`config.mk`:
```
export PLATFORM = sky130hd
export DESIGN_NAME = scoreboard_ctrl_flat
export DESIGN_NICKNAME = d
export VERILOG_FILES = /design/src/rtl/scoreboard_ctrl_if.sv /design/src/rtl/scoreboard_ctrl.sv /design/src/flat_wrapper.sv
export SDC_FILE = /design/constraint.sdc
export NUM_CORES = 1
export LEC_CHECK = 0
export CORE_MARGIN = 2
export CORE_UTILIZATION = 55
export DETAILED_ROUTE_END_ITERATION = 12
export GPL_TIMING_DRIVEN = 0
export HOLD_SLACK_MARGIN = 0.02
export PLACE_DENSITY = 0.75
export SLEW_MARGIN = 0
export SYNTH_ARGS = -nofsm -noshare
export SYNTH_HDL_FRONTEND = slang
export SYNTH_SLANG_ARGS = --single-unit
```
`constraint.sdc`:
```
create_clock -name clk -period 5.3 [get_ports clk]
set_input_delay 0.795 -clock clk [delete_from_list [all_inputs] [get_ports clk]]
set_output_delay 0.795 -clock clk [all_outputs]
set_load 0.02 [all_outputs]
```
`src/rtl/scoreboard_ctrl_if.sv`:
```
// Issue and functional-unit handshake bundle for scoreboard_ctrl.
// The master (decoder/FU side) drives issue requests and fu_done; the slave is the scoreboard.
interface scoreboard_ctrl_if #(
  parameter int REG_W  = 3,
  parameter int NUM_FU = 3,
  parameter int FU_W   = 2
);
  logic              issue_valid;
  logic              issue_is_mem;
  logic [REG_W-1:0]  issue_dest;
  logic [REG_W-1:0]  issue_src0;
  logic [REG_W-1:0]  issue_src1;
  logic              issue_ready;
  logic [FU_W-1:0]   issue_fu;
  logic [NUM_FU-1:0] fu_done;
  logic [NUM_FU-1:0] fu_read_go;
  logic [NUM_FU-1:0] fu_write_go;
  logic [NUM_FU-1:0] fu_busy;

  modport master (
    output issue_valid, issue_is_mem, issue_dest, issue_src0, issue_src1, fu_done,
    input  issue_ready, issue_fu, fu_read_go, fu_write_go, fu_busy
  );

  modport slave (
    input  issue_valid, issue_is_mem, issue_dest, issue_src0, issue_src1, fu_done,
    output issue_ready, issue_fu, fu_read_go, fu_write_go, fu_busy
  );
endinterface

```
`src/rtl/scoreboard_ctrl.sv`:
```
// Classic scoreboard controller: per-FU issue/read/execute/writeback tracking with
// RAW, WAR, WAW and structural hazard interlocks driven from registered state.
module scoreboard_ctrl #(
  parameter int                NUM_REGS    = 8,
  parameter int                REG_W       = 3,
  parameter int                NUM_FU      = 3,
  parameter int                FU_W        = 2,
  parameter logic [NUM_FU-1:0] FU_IS_MEM   = 3'b100,
  parameter int                NOWRITE_REG = 7
) (
  input  logic             clk,
  input  logic             reset,
  scoreboard_ctrl_if.slave bus
);
  typedef enum logic [1:0] {
    ST_IDLE     = 2'd0,
    ST_WAIT_OPS = 2'd1,
    ST_EXEC     = 2'd2,
    ST_WAIT_WB  = 2'd3
  } fu_state_e;

  localparam logic [FU_W-1:0]  FU_FREE = FU_W'(NUM_FU);
  localparam logic [REG_W-1:0] NO_WR   = REG_W'(NOWRITE_REG);

  // Op class is implied by FU_IS_MEM, so only operand bookkeeping is stored per FU.
  fu_state_e         r_state   [NUM_FU];
  logic [REG_W-1:0]  r_fi      [NUM_FU];
  logic [REG_W-1:0]  r_fj      [NUM_FU];
  logic [REG_W-1:0]  r_fk      [NUM_FU];
  logic [FU_W-1:0]   r_qj      [NUM_FU];
  logic [FU_W-1:0]   r_qk      [NUM_FU];
  logic [NUM_FU-1:0] r_rj;
  logic [NUM_FU-1:0] r_rk;
  logic [FU_W-1:0]   r_regstat [NUM_REGS];

  fu_state_e         w_state_nx   [NUM_FU];
  logic [REG_W-1:0]  w_fi_nx      [NUM_FU];
  logic [REG_W-1:0]  w_fj_nx      [NUM_FU];
  logic [REG_W-1:0]  w_fk_nx      [NUM_FU];
  logic [FU_W-1:0]   w_qj_nx      [NUM_FU];
  logic [FU_W-1:0]   w_qk_nx      [NUM_FU];
  logic [NUM_FU-1:0] w_rj_nx;
  logic [NUM_FU-1:0] w_rk_nx;
  logic [FU_W-1:0]   w_regstat_nx [NUM_REGS];

  logic [NUM_FU-1:0] w_read_go;
  logic [NUM_FU-1:0] w_write_go;
  logic [NUM_FU-1:0] w_busy;
  logic [NUM_FU-1:0] w_war;
  logic [NUM_FU-1:0] w_set_rj;
  logic [NUM_FU-1:0] w_set_rk;
  logic              w_has_cand;
  logic [FU_W-1:0]   w_sel_fu;
  logic [FU_W-1:0]   w_src0_q;
  logic [FU_W-1:0]   w_src1_q;
  logic [FU_W-1:0]   w_dest_q;
  logic              w_issue_ready;
  logic              w_fire;
  logic              w_rj_iss;
  logic              w_rk_iss;

  // Per-FU read/write pulses, busy flags and writeback-driven operand wakeups.
  always_comb begin
    w_read_go  = '0;
    w_write_go = '0;
    w_busy     = '0;
    w_war      = '0;
    w_set_rj   = '0;
    w_set_rk   = '0;
    for (int i = 0; i < NUM_FU; i++) begin
      w_busy[i]    = (r_state[i] != ST_IDLE);
      w_read_go[i] = (r_state[i] == ST_WAIT_OPS) && r_rj[i] && r_rk[i];
      for (int f = 0; f < NUM_FU; f++) begin
        w_war[i] = w_war[i] | ((f != i) &&
                   (((r_fj[f] == r_fi[i]) && r_rj[f]) || ((r_fk[f] == r_fi[i]) && r_rk[f])));
      end
      w_write_go[i] = (r_state[i] == ST_WAIT_WB) && ((r_fi[i] == NO_WR) || !w_war[i]);
    end
    for (int i = 0; i < NUM_FU; i++) begin
      for (int f = 0; f < NUM_FU; f++) begin
        w_set_rj[i] = w_set_rj[i] | (w_write_go[f] && (r_qj[i] == FU_W'(f)));
        w_set_rk[i] = w_set_rk[i] | (w_write_go[f] && (r_qk[i] == FU_W'(f)));
      end
    end
  end

  // Issue candidate selection, producer lookups and same-cycle writeback bypass.
  always_comb begin
    w_has_cand = 1'b0;
    w_sel_fu   = FU_FREE;
    w_src0_q   = FU_FREE;
    w_src1_q   = FU_FREE;
    w_dest_q   = FU_FREE;
    for (int i = NUM_FU - 1; i >= 0; i--) begin
      if ((r_state[i] == ST_IDLE) && (FU_IS_MEM[i] == bus.issue_is_mem)) begin
        w_has_cand = 1'b1;
        w_sel_fu   = FU_W'(i);
      end else begin
        w_has_cand = w_has_cand;
      end
    end
    for (int r = 0; r < NUM_REGS; r++) begin
      w_src0_q = (bus.issue_src0 == REG_W'(r)) ? r_regstat[r] : w_src0_q;
      w_src1_q = (bus.issue_src1 == REG_W'(r)) ? r_regstat[r] : w_src1_q;
      w_dest_q = (bus.issue_dest == REG_W'(r)) ? r_regstat[r] : w_dest_q;
    end
    w_issue_ready = w_has_cand && ((bus.issue_dest == NO_WR) || (w_dest_q == FU_FREE));
    w_fire        = bus.issue_valid && w_issue_ready;
    w_rj_iss      = (w_src0_q == FU_FREE);
    w_rk_iss      = (w_src1_q == FU_FREE);
    for (int f = 0; f < NUM_FU; f++) begin
      w_rj_iss = w_rj_iss | (w_write_go[f] && (w_src0_q == FU_W'(f)));
      w_rk_iss = w_rk_iss | (w_write_go[f] && (w_src1_q == FU_W'(f)));
    end
  end

  // Next-state logic for every FU and the register producer table.
  always_comb begin
    w_state_nx   = r_state;
    w_fi_nx      = r_fi;
    w_fj_nx      = r_fj;
    w_fk_nx      = r_fk;
    w_qj_nx      = r_qj;
    w_qk_nx      = r_qk;
    w_rj_nx      = r_rj;
    w_rk_nx      = r_rk;
    w_regstat_nx = r_regstat;
    for (int i = 0; i < NUM_FU; i++) begin
      case (r_state[i])
        ST_IDLE: begin
          if (w_fire && (w_sel_fu == FU_W'(i))) begin
            w_state_nx[i] = ST_WAIT_OPS;
            w_fi_nx[i]    = bus.issue_dest;
            w_fj_nx[i]    = bus.issue_src0;
            w_fk_nx[i]    = bus.issue_src1;
            w_qj_nx[i]    = w_src0_q;
            w_qk_nx[i]    = w_src1_q;
            w_rj_nx[i]    = w_rj_iss;
            w_rk_nx[i]    = w_rk_iss;
          end else begin
            w_state_nx[i] = ST_IDLE;
          end
        end
        ST_WAIT_OPS: begin
          if (w_read_go[i]) begin
            w_state_nx[i] = ST_EXEC;
            w_rj_nx[i]    = 1'b0;
            w_rk_nx[i]    = 1'b0;
          end else begin
            w_rj_nx[i] = r_rj[i] | w_set_rj[i];
            w_rk_nx[i] = r_rk[i] | w_set_rk[i];
          end
        end
        ST_EXEC:    w_state_nx[i] = bus.fu_done[i] ? ST_WAIT_WB : ST_EXEC;
        ST_WAIT_WB: w_state_nx[i] = w_write_go[i] ? ST_IDLE : ST_WAIT_WB;
        default:    w_state_nx[i] = ST_IDLE;
      endcase
    end
    // Free before claim: a writeback dest can never equal a legal issue dest.
    for (int r = 0; r < NUM_REGS; r++) begin
      for (int f = 0; f < NUM_FU; f++) begin
        w_regstat_nx[r] = (w_write_go[f] && (r_fi[f] == REG_W'(r)) && (r_fi[f] != NO_WR)) ?
                          FU_FREE : w_regstat_nx[r];
      end
      w_regstat_nx[r] = (w_fire && (bus.issue_dest == REG_W'(r)) && (bus.issue_dest != NO_WR)) ?
                        w_sel_fu : w_regstat_nx[r];
    end
  end

  // State registers; reset discards all in-flight work.
  always_ff @(posedge clk) begin
    if (reset) begin
      for (int i = 0; i < NUM_FU; i++) begin
        r_state[i] <= ST_IDLE;
        r_fi[i]    <= NO_WR;
        r_fj[i]    <= '0;
        r_fk[i]    <= '0;
        r_qj[i]    <= FU_FREE;
        r_qk[i]    <= FU_FREE;
      end
      r_rj <= '0;
      r_rk <= '0;
      for (int r = 0; r < NUM_REGS; r++) begin
        r_regstat[r] <= FU_FREE;
      end
    end else begin
      r_state   <= w_state_nx;
      r_fi      <= w_fi_nx;
      r_fj      <= w_fj_nx;
      r_fk      <= w_fk_nx;
      r_qj      <= w_qj_nx;
      r_qk      <= w_qk_nx;
      r_rj      <= w_rj_nx;
      r_rk      <= w_rk_nx;
      r_regstat <= w_regstat_nx;
    end
  end

  assign bus.issue_ready = w_issue_ready;
  assign bus.issue_fu    = w_sel_fu;
  assign bus.fu_read_go  = w_read_go;
  assign bus.fu_write_go = w_write_go;
  assign bus.fu_busy     = w_busy;
endmodule
```
`src/flat_wrapper.sv`:
```
// flat-port wrapper written by rule: the top's interface ports become plain ports
module scoreboard_ctrl_flat 
#(
  parameter int                NUM_REGS    = 8,
  parameter int                REG_W       = 3,
  parameter int                NUM_FU      = 3,
  parameter int                FU_W        = 2,
  parameter logic [NUM_FU-1:0] FU_IS_MEM   = 3'b100,
  parameter int                NOWRITE_REG = 7
)
  (clk, reset, bus_issue_valid, bus_issue_is_mem, bus_issue_dest, bus_issue_src0, bus_issue_src1, bus_fu_done, bus_issue_ready, bus_issue_fu, bus_fu_read_go, bus_fu_write_go, bus_fu_busy);
  scoreboard_ctrl_if #(.REG_W(REG_W), .NUM_FU(NUM_FU), .FU_W(FU_W)) bus_i ();
  input  logic clk;
  input  logic reset;
  input wire logic [$bits(bus_i.issue_valid)-1:0] bus_issue_valid;
  input wire logic [$bits(bus_i.issue_is_mem)-1:0] bus_issue_is_mem;
  input wire logic [$bits(bus_i.issue_dest)-1:0] bus_issue_dest;
  input wire logic [$bits(bus_i.issue_src0)-1:0] bus_issue_src0;
  input wire logic [$bits(bus_i.issue_src1)-1:0] bus_issue_src1;
  input wire logic [$bits(bus_i.fu_done)-1:0] bus_fu_done;
  output wire logic [$bits(bus_i.issue_ready)-1:0] bus_issue_ready;
  output wire logic [$bits(bus_i.issue_fu)-1:0] bus_issue_fu;
  output wire logic [$bits(bus_i.fu_read_go)-1:0] bus_fu_read_go;
  output wire logic [$bits(bus_i.fu_write_go)-1:0] bus_fu_write_go;
  output wire logic [$bits(bus_i.fu_busy)-1:0] bus_fu_busy;
  assign bus_i.issue_valid = bus_issue_valid;
  assign bus_i.issue_is_mem = bus_issue_is_mem;
  assign bus_i.issue_dest = bus_issue_dest;
  assign bus_i.issue_src0 = bus_issue_src0;
  assign bus_i.issue_src1 = bus_issue_src1;
  assign bus_i.fu_done = bus_fu_done;
  assign bus_issue_ready = bus_i.issue_ready;
  assign bus_issue_fu = bus_i.issue_fu;
  assign bus_fu_read_go = bus_i.fu_read_go;
  assign bus_fu_write_go = bus_i.fu_write_go;
  assign bus_fu_busy = bus_i.fu_busy;
  scoreboard_ctrl #(.NUM_REGS(NUM_REGS), .REG_W(REG_W), .NUM_FU(NUM_FU), .FU_W(FU_W), .FU_IS_MEM(FU_IS_MEM), .NOWRITE_REG(NOWRITE_REG)) u_core (.clk(clk), .reset(reset), .bus(bus_i));
endmodule
```
==> results of run 1 <==
## power by group through the flow
stage          clock, mW  combinational [mW]  sequential [mW]
6_report           0.401               0.225            0.557
3_5_place_dp           0               0.220            0.567
4_1_cts            0.403               0.221            0.555
5_1_grt            0.425               0.240            0.559
2_1_floorplan          0               0.158            0.557
3_3_place_gp           0               0.214            0.566
## cell usage in the layout (no fill, tap or decap), types with 3 or more instances in the layout
cell type,instances
nor4_1,5
or2_2,4
nand3_1,13
a22oi_1,6
clkdlybuf4s50_1,22
nand2_1,95
a32oi_1,3
buf_2,18
nor3_1,14
a211oi_1,4
clkbuf_1,12
mux2i_1,3
inv_1,19
a21oi_1,32
nor2b_1,4
o21ai_0,4
nor2_1,21
mux4_2,4
nand4b_1,3
nand3b_1,4
a31oi_1,7
xnor2_1,36
o221a_1,3
o41ai_1,4
buf_4,4
a21o_1,3
a2bb2oi_1,8
nand2b_1,4
o211ai_1,22
dfxtp_1,67
o32a_1,5
clkbuf_8,12
nand4_1,16
a211o_1,3
and2_1,6
a41oi_1,4
## kinds of logic (layout without fill, tap and decap cells)
family                 after synthesis  in the layout  share of synthesized area
flip-flops                          67             67                      0.323
AND/OR/NAND/NOR                    207            207                      0.252
XOR/XNOR                            36             36                     0.0760
buffers and inverters               55             92                     0.0624
AO/OA/AOI/OAI                      130            130                      0.249
multiplexers                        10             10                     0.0377
## per-stage QoR
| stage | cells | power (mW) |
|---|---|---|
| after floorplan | 505 | 0.715 |
| after global placement | 626 | 0.780 |
| after detailed placement | 626 | 0.787 |
| after CTS | 641 | 1.18 |
| after global routing | 641 | 1.22 |
| final | 641 | 1.18 |
## sequential cells by signal, summed over array words and instances, names as in the netlist
name	flops
u_core.r_regstat	16
u_core.r_fi	9
u_core.r_rj	3
u_core.r_fk	9
u_core.r_qj	6
u_core.r_rk	3
u_core.r_qk	6
u_core.r_fj	9
u_core.r_state	6
## path summary, 6_finish.rpt
kind         slack (ns)  cells past startpoint              endpoint
max                1.31                      7       bus_issue_ready
min                0.48                      1   u_core.r_regstat[0]
max reg2reg        2.71                      9  u_core.r_regstat[14]
min reg2reg        0.48                      1   u_core.r_regstat[0]
## layer usage
layer	GRT usage	vias to the layer above	routed length [µm]
li1	-	1915	-
met1	0.436	1986	5600
met2	0.515	206	6010
met3	0.0626	44	1190
met4	0.136	0	422
met5	0	-	0
## layout make-up
class                           instances  area [µm²]  share of cell area
Buffer                                 35         184              0.0394
Clock buffer                           13         169              0.0361
Clock inverter                          2        10.0             0.00214
Inverter                               20        75.1              0.0161
Multi-Input combinational cell        383        2550               0.546
Sequential cell                        67        1340               0.287
Tap cell                               99         124              0.0265
Timing Repair Buffer                   22         220              0.0471
==> impl_metrics.py, run 1 <==
metrics = {
    "worst_setup_path": {
        "startpoint": "bus_issue_dest[0]",
        "endpoint_kind": "output pin",
        "path_cells": "clkdlybuf4s50_1 -> buf_2 -> a21oi_1 -> nor2_1 -> nor2_1 -> nor2_1 -> clkdlybuf4s50_1",
        "slowest_delay_ns": 0.62,
        "slowest_stage": "clkdlybuf4s50_1",
        "rr_startpoint": "u_core.r_fi[3]",
        "startpoint_type": "input port",
        "required_ns": 4.51,
        "cp.arrival_ns": 3.20,
        "path_common_cell": "nor2_1",
        "path_class": "in2out",
        "crit_family": "buffers and inverters",
        "cp_num_buf_inv": 3,
        "cp_max_fo": 10,
    },
    "global_route": {
        "grt_use_total": 0.326,
        "grt_overflow": 0,
        "grt_pass1_vias": 3915,
        "grt_first_pass_wirelength_um": 20700,
        "antenna_found_initial": 0,
        "grt_start_max_net_pins": 11,
    },
    "clocking": {
        "postCtsSetupBuffers": 0,
        "numCtsBuffers": 9,
        "cts_num_sinks": 67,
        "cts_hold_buf": 0,
        "cts_max_level": 3,
        "clk_path_buf_depth": 2,
        "cts_tree": "built",
        "clk_latency_ns": 0.36,
        "clkTransAtPathRegs_ns": 0.07,
        "postCtsResizedCells": 0,
        "cts.root.buffer_cell": "clkbuf_8",
    },
    "placement": {
        "dp_hpwl_um": 9750,
        "portBuffers": 22,
        "dp_slack_ns": 1.34,
        "placed_area_um2": 4490,
        "place_congestion": 0.949,
    },
    "floorplan": {
        "die_h_um": 90.9,
        "ioPinCount": 28,
        "rows": 31,
        "core-area_um2": 7290,
        "die_w_um": 90.9,
        "start_util": 0.569,
        "die_area_um2": 8260,
    },
    "power_and_ir_drop": {
        "leakagePower_nw": 1.78,
        "clock_power_share": 0.339,
        "combPwrFrac": 0.190,
        "p_int_mw": 0.823,
        "power_density_nw_per_um2": 253,
        "p_switching_mw": 0.360,
        "seqPwrFrac": 0.471,
        "power.ir.vdd_worst_v": 0.000171,
        "netSwitchingFraction": 0.304,
    },
    "synthesis": {
        "synth_edf_count": 0,
        "yosysMostFrequentCell": "nand2_1",
        "syn-num-nets": 521,
        "yosys.cell_types.count": 69,
        "ys.flop_type": "dfxtp_1",
        "synth_top_area_cell": "dfxtp_1",
        "synth.top_cells.by_count": "nand2_1, dfxtp_1, xnor2_1, a21oi_1, o211ai_1",
        "synth_seq_cells": 67,
        "seq_area_frac_synth": 0.323,
        "ys_warn_count": 0,
        "synth_top_area_share": 0.323,
        "syn_area_um2": 4150,
        "synth_cells": 505,
        "ys_async_sr_fraction": 0,
        "ys_top_cells_by_area": "dfxtp_1, nand2_1, xnor2_1, o211ai_1, a21oi_1",
        "avgSynthCellArea_um2": 8.22,
    },
    "detailed_routing": {
        "vias": 4151,
        "post_drt_via_cell_ratio": 6.48,
        "routed_wl_um": 13200,
        "ant_nets": 0,
        "firstDrtPassIters": 5,
        "wire_per_inst_um": 20.6,
        "drc": 0,
        "drtIter0Drc": 418,
    },
    "run": {
        "drv_cap": 0,
    },
    "cells_and_area": {
        "nets": 554,
        "drive_gt1_frac": 0.131,
        "nFillCells": 695,
        "postLayoutCoreUtil": 0.641,
        "antennaDiodeCount": 0,
        "area_growth_pct": 12.6,
        "stdcell_area_um2": 4670,
    },
    "sta": {
        "post-route-period-util": 0.753,
        "worstMarginPinSlew_ns": 0.915,
        "fin_ws_ns": 1.31,
        "grt_setup_unrepaired": "false",
        "fin_crit_ns": 3.99,
        "drv_slew": 0,
        "fmax_ghz": 0.251,
        "setup_tns_ns": 0,
        "clock_skew_ns": 0.00927,
        "hold_ws_ns": 0.478,
        "hold_violations": 0,
        "setup_viol": 0,
        "slew_headroom": 0.382,
    },
    "min_path": {
        "hold_class": "reg2reg",
        "hp-start": "u_core.r_regstat[0]",
    },
    "status": {
        "status": "finished clean",
    },
}
No activity file was read; power rests on OpenSTA's default activity.
==> inputs of run 2 (changes only) <==
clock period = 4 ns   (was 5.3 ns; I/O delays follow)
==> results of run 2 <==
Same layout as run 1 (identical final DEF). Status: finished clean.
Main changes from that run: setup slack after placement 1.34 ns -> 0.429 ns; setup slack after layout 1.31 ns -> 0.398 ns; register-to-register setup slack 2.71 ns -> 1.41 ns; total power 1.18 mW -> 1.57 mW; worst IR drop on VDD 0.000171 V -> 0.000227 V
